--- config.mk ---
export PLATFORM = sky130hd
export DESIGN_NAME = example_arbiter
export DESIGN_NICKNAME = d
export VERILOG_FILES = /design/src/rtl/example_arbiter.sv
export SDC_FILE = /design/constraint.sdc
export NUM_CORES = 1
export LEC_CHECK = 0
export CAP_MARGIN = 0
export CELL_PAD_IN_SITES_DETAIL_PLACEMENT = 1
export CELL_PAD_IN_SITES_GLOBAL_PLACEMENT = 2
export CORE_AREA = 5 5 53 55
export DETAILED_ROUTE_END_ITERATION = 16
export DIE_AREA = 0 0 58 60
export DONT_BUFFER_PORTS = 1
export HOLD_SLACK_MARGIN = 0.03
export PLACE_DENSITY_LB_ADDON = 0.1
export SYNTH_ARGS = -nofsm -noshare
export SYNTH_HDL_FRONTEND = slang
export SYNTH_SLANG_ARGS = --single-unit
--- constraint.sdc ---
create_clock -name clk -period 2.7 [get_ports clk]
set_input_delay 0.405 -clock clk [delete_from_list [all_inputs] [get_ports clk]]
set_output_delay 0.405 -clock clk [all_outputs]
set_load 0.005 [all_outputs]
--- src/rtl/example_arbiter.sv ---
// Round-robin arbiter sharing one datapath between N requesters; grants are capped
// at HOLD consecutive cycles and the winner's operands are steered onto a/b.
module example_arbiter #(
    parameter int unsigned N     = 4,
    parameter int unsigned HOLD  = 3,
    localparam int unsigned IDX_W = $clog2(N)
) (
    input  logic             clk,
    input  logic             rstn,
    input  logic [N-1:0]     req,
    input  logic [N-1:0]     a_in,
    input  logic [N-1:0]     b_in,
    output logic [N-1:0]     gnt,
    output logic [IDX_W-1:0] owner,
    output logic             busy,
    output logic             preempt,
    output logic             a,
    output logic             b
);

    localparam int unsigned CNT_W = (HOLD > 1) ? $clog2(HOLD) : 1;
    localparam logic [CNT_W-1:0] CntMax = CNT_W'(HOLD - 1);

    typedef enum logic [0:0] {StIdle, StGrant} state_e;

    state_e             state_q, state_d;
    logic [N-1:0]       gnt_q, gnt_d;
    logic [IDX_W-1:0]   owner_q, owner_d;
    logic [IDX_W-1:0]   ptr_q, ptr_d;
    logic [CNT_W-1:0]   cnt_q, cnt_d;
    logic               preempt_q, preempt_d;

    logic               found;
    logic [IDX_W-1:0]   win;
    logic [IDX_W-1:0]   idx_b;
    int unsigned        idx;
    logic               keep;
    logic               expired;

    // First set request scanning upward from ptr_q, wrapping modulo N.
    always_comb begin
        found = 1'b0;
        win   = '0;
        idx   = 0;
        idx_b = '0;
        for (int unsigned i = 0; i < N; i++) begin
            idx   = (32'(ptr_q) + i) % N;
            idx_b = IDX_W'(idx);
            if (!found && req[idx_b]) begin
                found = 1'b1;
                win   = idx_b;
            end
        end
    end

    always_comb begin
        state_d   = state_q;
        gnt_d     = gnt_q;
        owner_d   = owner_q;
        ptr_d     = ptr_q;
        cnt_d     = cnt_q;
        preempt_d = 1'b0;
        keep      = req[owner_q];
        expired   = (cnt_q == CntMax);

        unique case (state_q)
            StIdle: begin
                if (found) begin
                    state_d = StGrant;
                    gnt_d   = N'(1) << win;
                    owner_d = win;
                    ptr_d   = IDX_W'((32'(win) + 1) % N);
                    cnt_d   = '0;
                end
            end
            StGrant: begin
                preempt_d = keep && expired;
                if (keep && !expired) begin
                    cnt_d = cnt_q + 1'b1;
                end else if (found) begin
                    // Back-to-back handover; may re-grant the same owner after a wrap.
                    gnt_d   = N'(1) << win;
                    owner_d = win;
                    ptr_d   = IDX_W'((32'(win) + 1) % N);
                    cnt_d   = '0;
                end else begin
                    state_d = StIdle;
                    gnt_d   = '0;
                    cnt_d   = '0;
                end
            end
            default: state_d = StIdle;
        endcase
    end

    always_ff @(posedge clk or negedge rstn) begin
        if (!rstn) begin
            state_q   <= StIdle;
            gnt_q     <= '0;
            owner_q   <= '0;
            ptr_q     <= '0;
            cnt_q     <= '0;
            preempt_q <= 1'b0;
        end else begin
            state_q   <= state_d;
            gnt_q     <= gnt_d;
            owner_q   <= owner_d;
            ptr_q     <= ptr_d;
            cnt_q     <= cnt_d;
            preempt_q <= preempt_d;
        end
    end

    assign gnt     = gnt_q;
    assign owner   = owner_q;
    assign busy    = (state_q == StGrant);
    assign preempt = preempt_q;
    assign a       = busy ? a_in[owner_q] : 1'b0;
    assign b       = busy ? b_in[owner_q] : 1'b0;

endmodule

==> results.py <==
metrics = {
    "run_status": {
        "status": "finished clean",
    },
    "finish": {
        "seq_area_um2": 300.3,
        "drive_above_1_share": 0.2289,
        "instances_no_fill": 113,
        "diodes": 0,
        "fill_cells": 271,
        "layout.nets": 103,
        "fin_area_um2": 949.7,
        "multi_input_area_um2": 528.0,
        "syn_to_final_growth_pct": 10.64,
    },
    "critical_path": {
        "cp_slowest_cell": "mux4_1",
        "worst-path-buf-inv": 0,
        "arrival_ns": 1.55,
        "cp_max_fo": 8,
        "critPathCaptureType": "output pin",
        "cp_top_family": "multiplexers",
        "startpoint_type": "flop",
        "path_class": "reg2out",
        "cpPeakStageDelay_ns": 0.57,
        "crit_chain": "mux4_1, and2_1",
        "required_ns": 2.30,
    },
    "synthesis": {
        "synth_edf_count": 0,
        "yosys_warnings": 0,
        "syn_nets": 97,
        "synth_area_um2": 858.3,
        "synth_area_per_cell_um2": 11.00,
        "ys_types": 24,
        "syn_inst": 78,
        "async_reset_ff_frac": 1.000,
        "seq_area_frac_synth": 0.3499,
        "ys_ff_latch": 12,
        "synth_flop_cell": "dfrtp_1",
    },
    "sta": {
        "worstMarginPinSlew_ns": 0.6013,
        "clock_skew_ns": 0.001964,
        "setup_violations": 0,
        "fin_crit_sh": 0.7242,
        "rsz0062_at_grt": "false",
        "relSlewSlack": 0.5978,
        "final.min_clock_period_ns": 1.955,
        "final_max_slew_viol_count": 0,
        "tns_ns": 0,
        "fmax_ghz": 0.5114,
        "hold_viol": 0,
    },
    "clock_tree": {
        "cts_tree": "done",
        "clock-sinks": 12,
        "clockBufferDepth": 2,
        "path_clk_slew_ns": 0.09,
        "ctsHoldBuffers": 1,
        "cts_max_level": 1,
        "clk_latency_ns": 0.28,
        "cts_setup_buffers": 0,
        "cts_inserted_buffers": 3,
        "post_cts_resized": 0,
        "root_buffer": "clkbuf_4",
    },
    "detailed_routing": {
        "wl_per_cell_um": 17.33,
        "vias_per_cell": 5.531,
        "dr.pass1.iters": 3,
        "vias": 625,
        "ant_nets": 0,
        "first_iter_violations": 9,
        "wl_um": 1958,
        "route.detailed.drc": 0,
    },
    "power_and_ir_drop": {
        "leakage_nw": 0.4190,
        "peakVddDrop_uv": 501.6,
        "p_per_area_nw_per_um2": 1037,
    },
    "global_routing": {
        "globalRoute.totalOverflow": 0,
        "grt_pass1_wl_um": 3298,
        "grt_use_total": 0.1278,
        "grt_pass1_vias": 690,
        "antenna_found_initial": 0,
        "grt_max_degree": 13,
    },
    "place": {
        "dp_hpwl_um": 1491,
        "port_buffers": 0,
        "place_congestion": 0.7132,
        "placed_area_um2": 903.4,
        "dpl.cell_count": 108,
    },
    "floorplan": {
        "rows": 18,
        "chipHeight_um": 60,
        "die_area_um2": 3480,
        "design.core.area_um2": 2342,
        "die-width_um": 58,
        "ios": 24,
        "start_util": 0.3665,
    },
    "run": {
        "cap_violations": 0,
    },
    "hold_path": {
        "hold_path.class": "in2reg",
    },
}
==> cells by family (layout without fill, tap and decap cells) <==
family	after synthesis	count (layout)	share of synthesized area
simple gates	24	24	0.1574
compound gates	17	17	0.1837
mux	12	12	0.2012
flops	12	12	0.3499
buf+inv	8	13	0.03499
fa+ha+maj	5	5	0.07289
==> cell usage after synthesis (all sizes together) (2+ instances only) <==
master	count	area (um2)
dfrtp	12	300.3
nand3	8	40.04
inv	6	22.52
mux2i	6	60.06
ha	5	62.56
nand2	5	18.77
a21oi	4	20.02
mux2	4	60.06
nand2b	4	25.02
o211ai	4	50.05
and2	3	18.77
nor2	3	11.26
clkbuf	2	7.510
mux4	2	52.55
o22ai	2	12.51
==> area by class of cell <==
type	count	share of cell area
clock buffer	4	0.03821
inverter	6	0.02372
multi-input combinational	58	0.5560
sequential	12	0.3162
tap	30	0.03953
timing repair buffer	3	0.02635
==> layer usage <==
metal,GRT usage,routed length [um]
met5,0,0
met4,0.04636,27
met3,0.04320,91
met2,0.2129,973
met1,0.1530,865
==> per-stage QoR <==
step,power [W],worst slack (ns),hold slack (ns),utilization
2_1_floorplan,0.0007445,0.8230,0.1094,-
3_3_place_gp,0.0008332,0.8849,0.1098,0.3857
3_5_place_dp,0.0008429,0.8415,0.1098,0.3857
4_1_cts,0.001006,0.7133,0.4709,0.4054
5_1_grt,0.001072,0.6430,0.4701,0.4054
6_report,0.0009844,0.7447,0.4796,0.4054
==> final timing paths <==
| kind | start | end | slack, ns | cells after the start |
|---|---|---|---|---|
| setup / recovery | owner[0] | a | 0.74 | 2 |
| min in group asynchronous | rstn | owner[0] | 0.57 | 1 |
| hold / removal | req[2] | busy | 0.48 | 3 |
| setup reg to reg | owner[1] | gnt[0] | 0.87 | 4 |
| hold reg to reg | cnt_q[0] | cnt_q[0] | 0.54 | 2 |
| max in group asynchronous | rstn | gnt[0] | 1.75 | 1 |
==> registers in the layout (all words and copies together) (netlist names) <==
name / count
cnt_q: 2
gnt: 4
owner: 2
preempt: 1
ptr_q: 2
busy: 1
==> worst min-delay path: cells and delay by family <==
family	cells	cell delay [ns]
simple gates	1	0.02
buf+inv	2	0.28
==> report_power, final <==
part / switching, W / internal [W]
logic: 0.000231 / 0.000264
clock network: 0.0000686 / 0.0000820
registers: 0.0000890 / 0.000250
==> cells in the final DEF (no fill, tap or decap), drive strengths merged, types with 2 or more instances in the layout <==
master / count
clkbuf: 4
dfrtp: 12
nand3: 8
buf: 2
nand2: 5
nand2b: 4
ha: 5
mux4: 2
o22ai: 2
mux2: 4
and2: 3
mux2i: 6
nor2: 3
a21oi: 4
o211ai: 4
inv: 6
No activity file was read; power rests on OpenSTA's default activity.
